$ cat src/rtl/ps2_pkg.sv
// Shared constants, state types and helpers for the PS/2 keyboard receiver and
// the Set-2 prefix decoder.
package ps2_pkg;

  localparam logic [7:0] PS2_PFX_EXT   = 8'hE0;
  localparam logic [7:0] PS2_PFX_REL   = 8'hF0;
  localparam logic [7:0] PS2_PFX_PAUSE = 8'hE1;
  localparam int         PS2_PAUSE_LEN = 7;
  localparam int         PS2_SKIP_W    = 3;
  localparam logic [7:0] PS2_PAUSE_KEY = 8'h77;

  localparam int KEY_TOGGLE  = 10;
  localparam int KEY_PRESSED = 9;
  localparam int KEY_EXT     = 8;

  typedef enum logic [1:0] {
    RX_IDLE,
    RX_DATA,
    RX_PARITY,
    RX_STOP
  } rx_state_e;

  typedef enum logic {
    DEC_NORMAL,
    DEC_PAUSE
  } dec_state_e;

  // Keyboard self-test, ack, resend, echo and error codes carry no key event.
  function automatic logic is_status_byte(input logic [7:0] b);
    case (b)
      8'hAA, 8'hFA, 8'hFE, 8'hEE, 8'h00, 8'hFF: return 1'b1;
      default:                                  return 1'b0;
    endcase
  endfunction

endpackage

$ cat src/rtl/ps2_rx_frame.sv
// PS/2 frame receiver: input synchronisers, clock glitch filter, 11-bit
// deframer with parity/stop checking and a mid-frame timeout.
module ps2_rx_frame
  import ps2_pkg::*;
#(
  parameter int FILTER  = 4,
  parameter int TIMEOUT = 32768,
  parameter int TW      = 16
) (
  input  logic       clk_sys,
  input  logic       reset,
  input  logic       ps2_clk,
  input  logic       ps2_data,
  output logic [7:0] rx_byte,
  output logic       rx_valid,
  output logic       parity_err,
  output logic       frame_err,
  output logic       busy
);

  localparam int FW = (FILTER > 1) ? $clog2(FILTER) : 1;

  logic [1:0]    clk_sync, data_sync;
  logic          clk_filt;
  logic [FW-1:0] filt_cnt;
  logic          strobe;
  logic          data_bit;

  assign data_bit = data_sync[1];

  // NOTE: state updates use non-blocking assignments so every flop samples
  // pre-edge values; blocking here would chain the synchroniser stages.
  always_ff @(posedge clk_sys or posedge reset) begin
    if (reset) begin
      clk_sync  <= 2'b11;
      data_sync <= 2'b11;
      clk_filt  <= 1'b1;
      filt_cnt  <= '0;
      strobe    <= 1'b0;
    end else begin
      clk_sync  <= {clk_sync[0], ps2_clk};
      data_sync <= {data_sync[0], ps2_data};
      strobe    <= 1'b0;
      if (clk_sync[1] == clk_filt) begin
        filt_cnt <= '0;
      end else if (filt_cnt == FW'(FILTER - 1)) begin
        clk_filt <= clk_sync[1];
        filt_cnt <= '0;
        strobe   <= ~clk_sync[1];
      end else begin
        filt_cnt <= filt_cnt + 1'b1;
      end
    end
  end

  rx_state_e     state, state_n;
  logic [2:0]    bit_idx, bit_idx_n;
  logic [7:0]    shreg, shreg_n;
  logic          par_bit, par_bit_n;
  logic [TW-1:0] tmo_cnt, tmo_cnt_n;
  logic [7:0]    rx_byte_n;
  logic          rx_valid_n, parity_err_n, frame_err_n;

  always_ff @(posedge clk_sys or posedge reset) begin
    if (reset) begin
      state      <= RX_IDLE;
      bit_idx    <= '0;
      shreg      <= '0;
      par_bit    <= 1'b0;
      tmo_cnt    <= '0;
      rx_byte    <= '0;
      rx_valid   <= 1'b0;
      parity_err <= 1'b0;
      frame_err  <= 1'b0;
    end else begin
      state      <= state_n;
      bit_idx    <= bit_idx_n;
      shreg      <= shreg_n;
      par_bit    <= par_bit_n;
      tmo_cnt    <= tmo_cnt_n;
      rx_byte    <= rx_byte_n;
      rx_valid   <= rx_valid_n;
      parity_err <= parity_err_n;
      frame_err  <= frame_err_n;
    end
  end

  // NOTE: every signal gets a default before the case so no path leaves one
  // unassigned, which would otherwise infer a latch.
  always_comb begin
    state_n      = state;
    bit_idx_n    = bit_idx;
    shreg_n      = shreg;
    par_bit_n    = par_bit;
    tmo_cnt_n    = '0;
    rx_byte_n    = rx_byte;
    rx_valid_n   = 1'b0;
    parity_err_n = 1'b0;
    frame_err_n  = 1'b0;

    if (state != RX_IDLE && !strobe) tmo_cnt_n = tmo_cnt + 1'b1;

    case (state)
      RX_IDLE: begin
        if (strobe && !data_bit) begin
          state_n   = RX_DATA;
          bit_idx_n = '0;
        end
      end
      RX_DATA: begin
        if (strobe) begin
          shreg_n   = {data_bit, shreg[7:1]};
          bit_idx_n = bit_idx + 1'b1;
          if (bit_idx == 3'd7) state_n = RX_PARITY;
        end
      end
      RX_PARITY: begin
        if (strobe) begin
          par_bit_n = data_bit;
          state_n   = RX_STOP;
        end
      end
      RX_STOP: begin
        if (strobe) begin
          state_n = RX_IDLE;
          if (!data_bit) begin
            frame_err_n = 1'b1;
          end else if (^{shreg, par_bit}) begin
            rx_valid_n = 1'b1;
            rx_byte_n  = shreg;
          end else begin
            parity_err_n = 1'b1;
          end
        end
      end
      default: state_n = RX_IDLE;
    endcase

    // A stalled keyboard must not wedge the receiver mid-frame.
    if (state != RX_IDLE && !strobe && tmo_cnt == TW'(TIMEOUT - 1)) begin
      state_n     = RX_IDLE;
      frame_err_n = 1'b1;
      tmo_cnt_n   = '0;
    end
  end

  assign busy = (state != RX_IDLE);

endmodule

$ cat src/rtl/ps2_kbd_decoder.sv
// PS/2 Set-2 keyboard decoder: folds E0/F0/E1 prefixes from the frame
// receiver into single 11-bit ps2_key events with a toggle bit.
module ps2_kbd_decoder
  import ps2_pkg::*;
#(
  parameter int FILTER  = 4,
  parameter int TIMEOUT = 32768,
  parameter int TW      = 16
) (
  input  logic        clk_sys,
  input  logic        reset,
  input  logic        ps2_clk,
  input  logic        ps2_data,
  output logic [10:0] ps2_key,
  output logic        key_strobe,
  output logic [7:0]  rx_byte,
  output logic        rx_valid,
  output logic        parity_err,
  output logic        frame_err,
  output logic        busy
);

  ps2_rx_frame #(
    .FILTER (FILTER),
    .TIMEOUT(TIMEOUT),
    .TW     (TW)
  ) u_rx (
    .clk_sys   (clk_sys),
    .reset     (reset),
    .ps2_clk   (ps2_clk),
    .ps2_data  (ps2_data),
    .rx_byte   (rx_byte),
    .rx_valid  (rx_valid),
    .parity_err(parity_err),
    .frame_err (frame_err),
    .busy      (busy)
  );

  dec_state_e            state, state_n;
  logic                  ext, ext_n, rel, rel_n;
  logic [PS2_SKIP_W-1:0] skip, skip_n;
  logic [10:0]           key_n;
  logic                  key_strobe_n;

  always_ff @(posedge clk_sys or posedge reset) begin
    if (reset) begin
      state      <= DEC_NORMAL;
      ext        <= 1'b0;
      rel        <= 1'b0;
      skip       <= '0;
      ps2_key    <= '0;
      key_strobe <= 1'b0;
    end else begin
      state      <= state_n;
      ext        <= ext_n;
      rel        <= rel_n;
      skip       <= skip_n;
      ps2_key    <= key_n;
      key_strobe <= key_strobe_n;
    end
  end

  always_comb begin
    state_n      = state;
    ext_n        = ext;
    rel_n        = rel;
    skip_n       = skip;
    key_n        = ps2_key;
    key_strobe_n = 1'b0;

    if (rx_valid) begin
      case (state)
        DEC_NORMAL: begin
          if (rx_byte == PS2_PFX_EXT) begin
            ext_n = 1'b1;
          end else if (rx_byte == PS2_PFX_REL) begin
            rel_n = 1'b1;
          end else if (rx_byte == PS2_PFX_PAUSE) begin
            state_n = DEC_PAUSE;
            skip_n  = PS2_SKIP_W'(PS2_PAUSE_LEN);
          end else if (ext || rel || !is_status_byte(rx_byte)) begin
            key_n[KEY_TOGGLE]  = ~ps2_key[KEY_TOGGLE];
            key_n[KEY_PRESSED] = ~rel;
            key_n[KEY_EXT]     = ext;
            key_n[7:0]         = rx_byte;
            key_strobe_n       = 1'b1;
            ext_n              = 1'b0;
            rel_n              = 1'b0;
          end
        end
        DEC_PAUSE: begin
          // Pause has no break code; its whole 8-byte burst is one press.
          if (skip == PS2_SKIP_W'(1)) begin
            key_n        = {~ps2_key[KEY_TOGGLE], 1'b1, 1'b1, PS2_PAUSE_KEY};
            key_strobe_n = 1'b1;
            state_n      = DEC_NORMAL;
            skip_n       = '0;
          end else begin
            skip_n = skip - 1'b1;
          end
        end
        default: state_n = DEC_NORMAL;
      endcase
    end
  end

endmodule

$ cat config.mk
export PLATFORM = sky130hd
export DESIGN_NAME = ps2_kbd_decoder
export DESIGN_NICKNAME = d
export VERILOG_FILES = /design/src/rtl/ps2_pkg.sv /design/src/rtl/ps2_rx_frame.sv /design/src/rtl/ps2_kbd_decoder.sv
export SDC_FILE = /design/constraint.sdc
export NUM_CORES = 1
export LEC_CHECK = 0
export CORE_MARGIN = 2
export CORE_UTILIZATION = 50
export DETAILED_ROUTE_END_ITERATION = 8
export GPL_TIMING_DRIVEN = 0
export PLACE_DENSITY = 0.74
export SYNTH_ARGS = -nofsm -noshare
export SYNTH_HDL_FRONTEND = slang
export SYNTH_SLANG_ARGS = --single-unit
$ cat constraint.sdc
create_clock -name clk_sys -period 2.55 [get_ports clk_sys]
set_input_delay 0.51 -clock clk_sys [delete_from_list [all_inputs] [get_ports clk_sys]]
set_output_delay 0.51 -clock clk_sys [all_outputs]
set_load 0.02 [all_outputs]
==> results of run 1 <==
==> cell type report <==
type	instances	area share [%]
multi-input combinational	187	35.7
inverter	18	1.83
sequential	67	45.7
clock buffer	14	4.41
timing repair buffer	28	7.88
clock inverter	2	0.951
buffer	8	1.02
tap	75	2.55
==> worst max-delay path, cell delays in order, from the launching register on <==
cell and delay (ps):
dfrtp_1 420, inv_1 80, ha_1 280, inv_1 110, clkdlybuf4s50_1 600
==> flip-flops by register name, summed over array words and instances, names as in the netlist, 2 cells and up <==
name	flops
u_rx.rx_byte	8
u_rx.filt_cnt	2
u_rx.clk_sync	2
u_rx.shreg	8
u_rx.state	2
skip	3
ps2_key	11
u_rx.tmo_cnt	16
u_rx.data_sync	2
u_rx.bit_idx	3
==> layer usage <==
metal,up-vias,wire length [um],global-route usage (%)
li1,1036,-,-
met1,1001,2520,24.5
met2,29,2500,28.0
met3,9,151,3.57
met4,0,121,10.7
met5,-,0,0
==> how the worst min path moves through the flow <==
stage                                    to  cells past startpoint
after detailed placement  u_rx.data_sync[1]                      0
after global placement    u_rx.data_sync[1]                      0
after CTS                 u_rx.data_sync[1]                      0
after global routing       u_rx.clk_sync[1]                      0
after floorplan            u_rx.clk_sync[1]                      0
final                     u_rx.data_sync[1]                      0
==> power by group <==
part	internal [mW]	switching [mW]
Clock	0.505	0.377
Sequential	1.15	0.0670
Combinational	0.198	0.265
==> cell usage in the layout (no fill, tap or decap), types with 2 or more instances in the layout <==
master,synthesis,routed
a21oi_1,6,6
a22o_1,2,2
clkbuf_1,7,10
clkbuf_8,0,11
clkdlybuf4s50_1,0,27
dfrtp_1,62,62
dfstp_2,5,5
ha_1,10,10
inv_1,18,17
mux2_2,18,18
mux2i_1,7,7
nand2_1,23,23
nand2b_1,4,4
nand3_1,10,10
nand4_1,4,4
nor2_1,32,32
nor2b_1,4,4
nor3_1,3,3
nor4_1,3,3
nor4b_1,2,2
o21ai_0,12,12
xnor2_1,13,13
xor2_1,9,9
==> kinds of logic (layout without fill, tap and decap cells) <==
group	Yosys count	after routing	synth area share (%)
mux	27	27	10.0
buf+inv	26	70	3.39
compound gates	32	32	6.82
flops	67	67	54.2
xor+xnor	23	23	6.73
simple gates	94	94	14.5
fa+ha+maj	11	11	4.35
==> summary.md, run 1 <==
| Metric | Value |
|---|---|
| Outcome | finished clean |
| Hold Path Class | reg2reg |
| Final-report hold violation count | 0 |
| Total Power | roughly 2.6 mW |
| Floorplan Core Area | 5960 um^2 |
| Post-synthesis sequential element count | 67 |
| Synth cell count leaders | dfrtp_1 (62), nor2_1 (32), nand2_1 (23) |
| Share of cells above drive strength 1 | between 10% and 20% |
| Clock root buffer | clkbuf_8 |
| Dpl hpwl | 3.71 mm |
| Most frequent cell after synthesis | dfrtp_1 |
| PortBufs | 27 |
| CP Capture Type | primary output |
| Synth top area share | 50.0% |
| CP Data Arrival Time | 1830 ps |
| Clock insertion delay at the later pin of the skew report | approximately 340 ps |
| Synth area leader | dfrtp_1 |
| All-layer global routing usage | 18.4% |
| Area Growth Syn to Fin | 18.7% |
| DR vias | 2075 |
| Area contributors post-synth | dfrtp_1 (50%), mux2_2 (6.5%), dfstp_2 (4.2%) |
| Final ANT Viol Nets | 0 |
| Tmin final | 2340 ps |
| Seq/Total Area, Yosys | between 50 and 60% |
| Die width | 82.8 um |
| Worst setup margin | 206 ps |
| Fmax | 427 MHz |
| Worst rel slew slack | a little under half |
| RSZ-0062 raised after global routing | false |
| Fill count | a little under 500 |
| Dpl cell area | 3490 um^2 |
| Num CTS Buffers | 9 |
| R2r endpoint | ps2_key[3] |
| Global route overflow | 0 |
| Avg WL per Cell | 13.3 um |
| Initial antenna violation count | 0 |
| Critical Path Sink | busy |
| # diodes | 0 |
| Post-CTS Resized | 0 |
| Setup TNS | 0 ps |
| Yosys warnings | 0 |
| Pleak | 1.69 nW |
| Mean post-synth cell area | 11.1 um^2 |
| Die Area | 6850 um^2 |
| Final setup violation count | 0 |
| Flop2flop setup slack | approximately 320 ps |
| Final instance area | 3680 um^2 |
| Critical path fanouts, max | 7 |
| Initial Util | a little over half |
| EDFF count, synth | 0 |
| Skew final | between 4 and 5 ps |
| DRC violations left | 0 |
| Slew @ Worst Pin | 796 ps |
| Reg clk slew, reported paths | approximately 70 ps |
| Final hold slack | 357 ps |
| # hold bufs at CTS | 0 |
| Crit start category | flip-flop |
| Total of max-cap violations | 0 |
| Vias in the first global route | 2035 |
| R2r worst-path depth | 6 |
| First-pass GRT wire length | roughly 9 mm |
| Max Slew Vio Count | 0 |
| TritonCTS clock tree | done |
| CTS max path bufs | 2 |
| WL final | 5.29 mm |
| Net count, final | 333 |
| VDD IR max | 0.468 mV |
| Row count | 28 |
| Async SR Flop Fraction | 100% |
| Post-CTS setup buffer count | 0 |
| Reg area | 1680 um^2 |
| Multi-input gate area | 1320 um^2 |
| Crit Path Class | reg2out |
| Synth unique cells | 47 |
| WP data required | 2040 ps |
| Reg2reg start | u_rx.rx_byte[2] |
| Critical Path Start | u_rx.state[0] |
| Setup WS pre-CTS | 327 ps |
| I/O pin cnt | 28 |
| Pwr dens | ~700 nW/um^2 |
| H-tree depth | 3 |
| Fin cells | 399 |
| Hold Path Origin | u_rx.data_sync[0] |
| Dpl cells | 383 |
| DR iter-0 viols | between 100 and 150 |
| Synth Instances | 280 |
| Largest net degree at the start of global routing | 39 |
| Final core occ | about three fifths |
| CTS Sinks | 67 |
| Part of the cycle the worst path needs | 91.9% |
| Mapped Nets | between 200 and 300 |
| Number of vias per cell | between 5 and 6 |
| Synth Flop Type | dfrtp_1 |
| Post-Synthesis Cell Area | 3100 um^2 |
| TritonRoute pass-1 iters | 4 |
| Gpl congestion | 0.849 |
| DIE HEIGHT | approximately 83 um |
(Power assumes the default switching activity.)
==> run 2, diff against run 1 <==
PLACE_DENSITY = default   (was 0.74)
PLACE_DENSITY_LB_ADDON = 0.2   (was default)
==> summary.md, run 2 (synthesis results as in run 1) <==
| Metric | Value |
|---|---|
| RSZ-0062 raised after global routing | false (unchanged) |
| Largest Register | u_rx.tmo_cnt (unchanged) |
| Final-report hold violation count | 0 (unchanged) |
| Setup TNS | 0 ps (unchanged) |
| Commonest non-fill, non-tap cells in the layout | dfrtp_1 (62), nor2_1 (32), clkdlybuf4s50_1 (27) (unchanged) |
| PortBufs | 27 (unchanged) |
| Gpl congestion | 0.784 (was 0.849) |
| P_int | 1.76 mW (was 1.86 mW) |
| Die Area | 6850 um^2 (unchanged) |
| Global route overflow | 0 (unchanged) |
| Part of the cycle the worst path needs | 91.2% (was 91.9%) |
| Hold Path Class | reg2reg (unchanged) |
| Tmin final | 2320 ps (was 2340 ps) |
| Fin cells | 399 (unchanged) |
| Most frequent CP cell | inv_1 (unchanged) |
| R2r worst-path depth | 6 (unchanged) |
| CP Data Arrival Time | 1810 ps (was 1830 ps) |
| Initial Util | 52.1% (unchanged) |
| Final ANT Viol Nets | 0 (unchanged) |
| Avg WL per Cell | 13.4 um (was 13.3 um) |
| Fmax | 430 MHz (was 427 MHz) |
| Reg clk slew, reported paths | 70 ps (about the same) |
| DIE HEIGHT | 82.8 um (unchanged) |
| Crit Path Class | reg2out (unchanged) |
| Dpl cells | 383 (unchanged) |
| # hold bufs at CTS | 0 (unchanged) |
| CP Capture Type | primary output (unchanged) |
| Clock Power Share | 32.1% (was 34.4%) |
| CP Cell Sequence | inv_1 > ha_1 > inv_1 > clkdlybuf4s50_1 (unchanged) |
| Worst rel slew slack | 64.1% (was 46.9%) |
| Initial antenna violation count | 0 (unchanged) |
| Final setup violation count | 0 (unchanged) |
| TritonCTS clock tree | done (unchanged) |
| Max Slew Vio Count | 0 (unchanged) |
| Skew final | 9.58 ps (was 4.59 ps) |
| CP max stage delay | 600 ps (about the same) |
| Clock insertion delay at the later pin of the skew report | 340 ps (about the same) |
| Critical Path Sink | busy (unchanged) |
| Slowest-stage cell, CP | clkdlybuf4s50_1 (unchanged) |
| First-pass GRT wire length | 8.85 mm (was 9.24 mm) |
| Pwr dens | 676 nW/um^2 (was 696 nW/um^2) |
| WHS Path Cells | 0 (unchanged) |
| Area Growth Syn to Fin | 18.2% (was 18.7%) |
| Reg power frac | 49.1% (was 47.6%) |
| Flop2flop setup slack | 240 ps (was 320 ps) |
| Total of max-cap violations | 0 (unchanged) |
| Max reg flops | 16 (unchanged) |
| Largest regs | u_rx.tmo_cnt (16), ps2_key (11) (unchanged) |
| Critical path fanouts, max | 7 (unchanged) |
| Number of vias per cell | 5.28 (was 5.20) |
| Largest net degree at the start of global routing | 44 (was 39) |
| All-layer global routing usage | 17.4% (was 18.4%) |
| Post-CTS Resized | 0 (unchanged) |
| Clock root buffer | clkbuf_8 (unchanged) |
| Outcome | finished clean (unchanged) |
| DR iter-0 viols | 113 (was 133) |
| # diodes | 0 (unchanged) |
| Dpl hpwl | 3.80 mm (was 3.71 mm) |
| Num CTS Buffers | 9 (unchanged) |
| Critical Path Start | u_rx.state[0] (unchanged) |
| Share of cells above drive strength 1 | 14.5% (was 13.9%) |
| Pleak | 1.68 nW (was 1.69 nW) |
| Most common cell after layout, fill and taps aside | dfrtp_1 (unchanged) |
| H-tree depth | 3 (unchanged) |
| Logic pwr share | 18.8% (was 18.0%) |
| I/O pin cnt | 28 (unchanged) |
| Vias in the first global route | 2003 (was 2035) |
| WP data required | 2040 ps (about the same) |
| Post-CTS setup buffer count | 0 (unchanged) |
| WL final | 5.36 mm (was 5.29 mm) |
| Net count, final | 333 (unchanged) |
| R2r endpoint | ps2_key[3] (unchanged) |
| VDD IR max | 0.423 mV (was 0.468 mV) |
| Crit start category | flip-flop (unchanged) |
| Final core occ | 61.6% (was 61.9%) |
| Total Power | 2.48 mW (was 2.57 mW) |
| Floorplan Core Area | 5960 um^2 (unchanged) |
| DRC violations left | 0 (unchanged) |
| CTS Sinks | 67 (unchanged) |
| Reg2reg start | u_rx.rx_byte[2] (unchanged) |
| Row count | 28 (unchanged) |
| CTS max path bufs | 2 (unchanged) |
| DR vias | 2107 (was 2075) |
| Die width | 82.8 um (unchanged) |
| Switching Fraction | 29.2% (was 27.6%) |
| Slew @ Worst Pin | 534 ps (was 796 ps) |
| Sw power | 0.723 mW (was 0.708 mW) |
| TritonRoute pass-1 iters | 4 (unchanged) |
==> run 2: critical path: cells and delay by family (launching register included) <==
kind,cells,cell delay (ps)
buffers and inverters,3,800
adder cells (fa/ha/maj),1,280
flip-flops,1,400
==> run 2: area by class of cell <==
class | instances | area [um^2]
sequential | 67 | 1680
clock inverter | 4 | 25.0
tap | 75 | 93.8
timing repair buffer | 28 | 290
buffer | 8 | 37.5
fill | 492 | 2290
multi-input combinational | 187 | 1320
inverter | 18 | 67.6
clock buffer | 12 | 155
==> run 2: power groups by stage <==
stage	registers (mW)	logic, mW	clock network (mW)
global route	1.23	0.529	0.861
CTS	1.22	0.475	0.815
detailed placement	1.24	0.473	0
floorplan	1.22	0.356	0
finish	1.22	0.466	0.796
global placement	1.24	0.452	0
==> run 2: per-layer routing <==
metal  global-route usage [%]  wire (um)  up-vias
li1                         -          -     1032
met1                     23.1       2590     1017
met2                     27.0       2460       48
met3                     4.87        216       10
met4                     7.05         99        0
met5                        0          0        -
==> run 2: worst min path at each step <==
| stage | from | end | slack (ps) |
|---|---|---|---|
| floorplan | u_rx.clk_sync[0] | u_rx.clk_sync[1] | 350 |
| detailed placement | u_rx.clk_sync[0] | u_rx.clk_sync[1] | 350 |
| CTS | u_rx.data_sync[0] | u_rx.data_sync[1] | 360 |
| finish | u_rx.data_sync[0] | u_rx.data_sync[1] | 360 |
| global route | u_rx.clk_sync[0] | u_rx.clk_sync[1] | 360 |
| global placement | u_rx.data_sync[0] | u_rx.data_sync[1] | 350 |
==> run 2: per-stage QoR <==
| step | setup WS, ps | hold slack (ps) | cell area, um^2 |
|---|---|---|---|
| after floorplan | 365 | 345 | 3100 |
| after global placement | -767 | 346 | 3470 |
| after detailed placement | 341 | 347 | 3490 |
| after CTS | 214 | 358 | 3670 |
| after global routing | 135 | 359 | 3670 |
| final | 226 | 357 | 3670 |
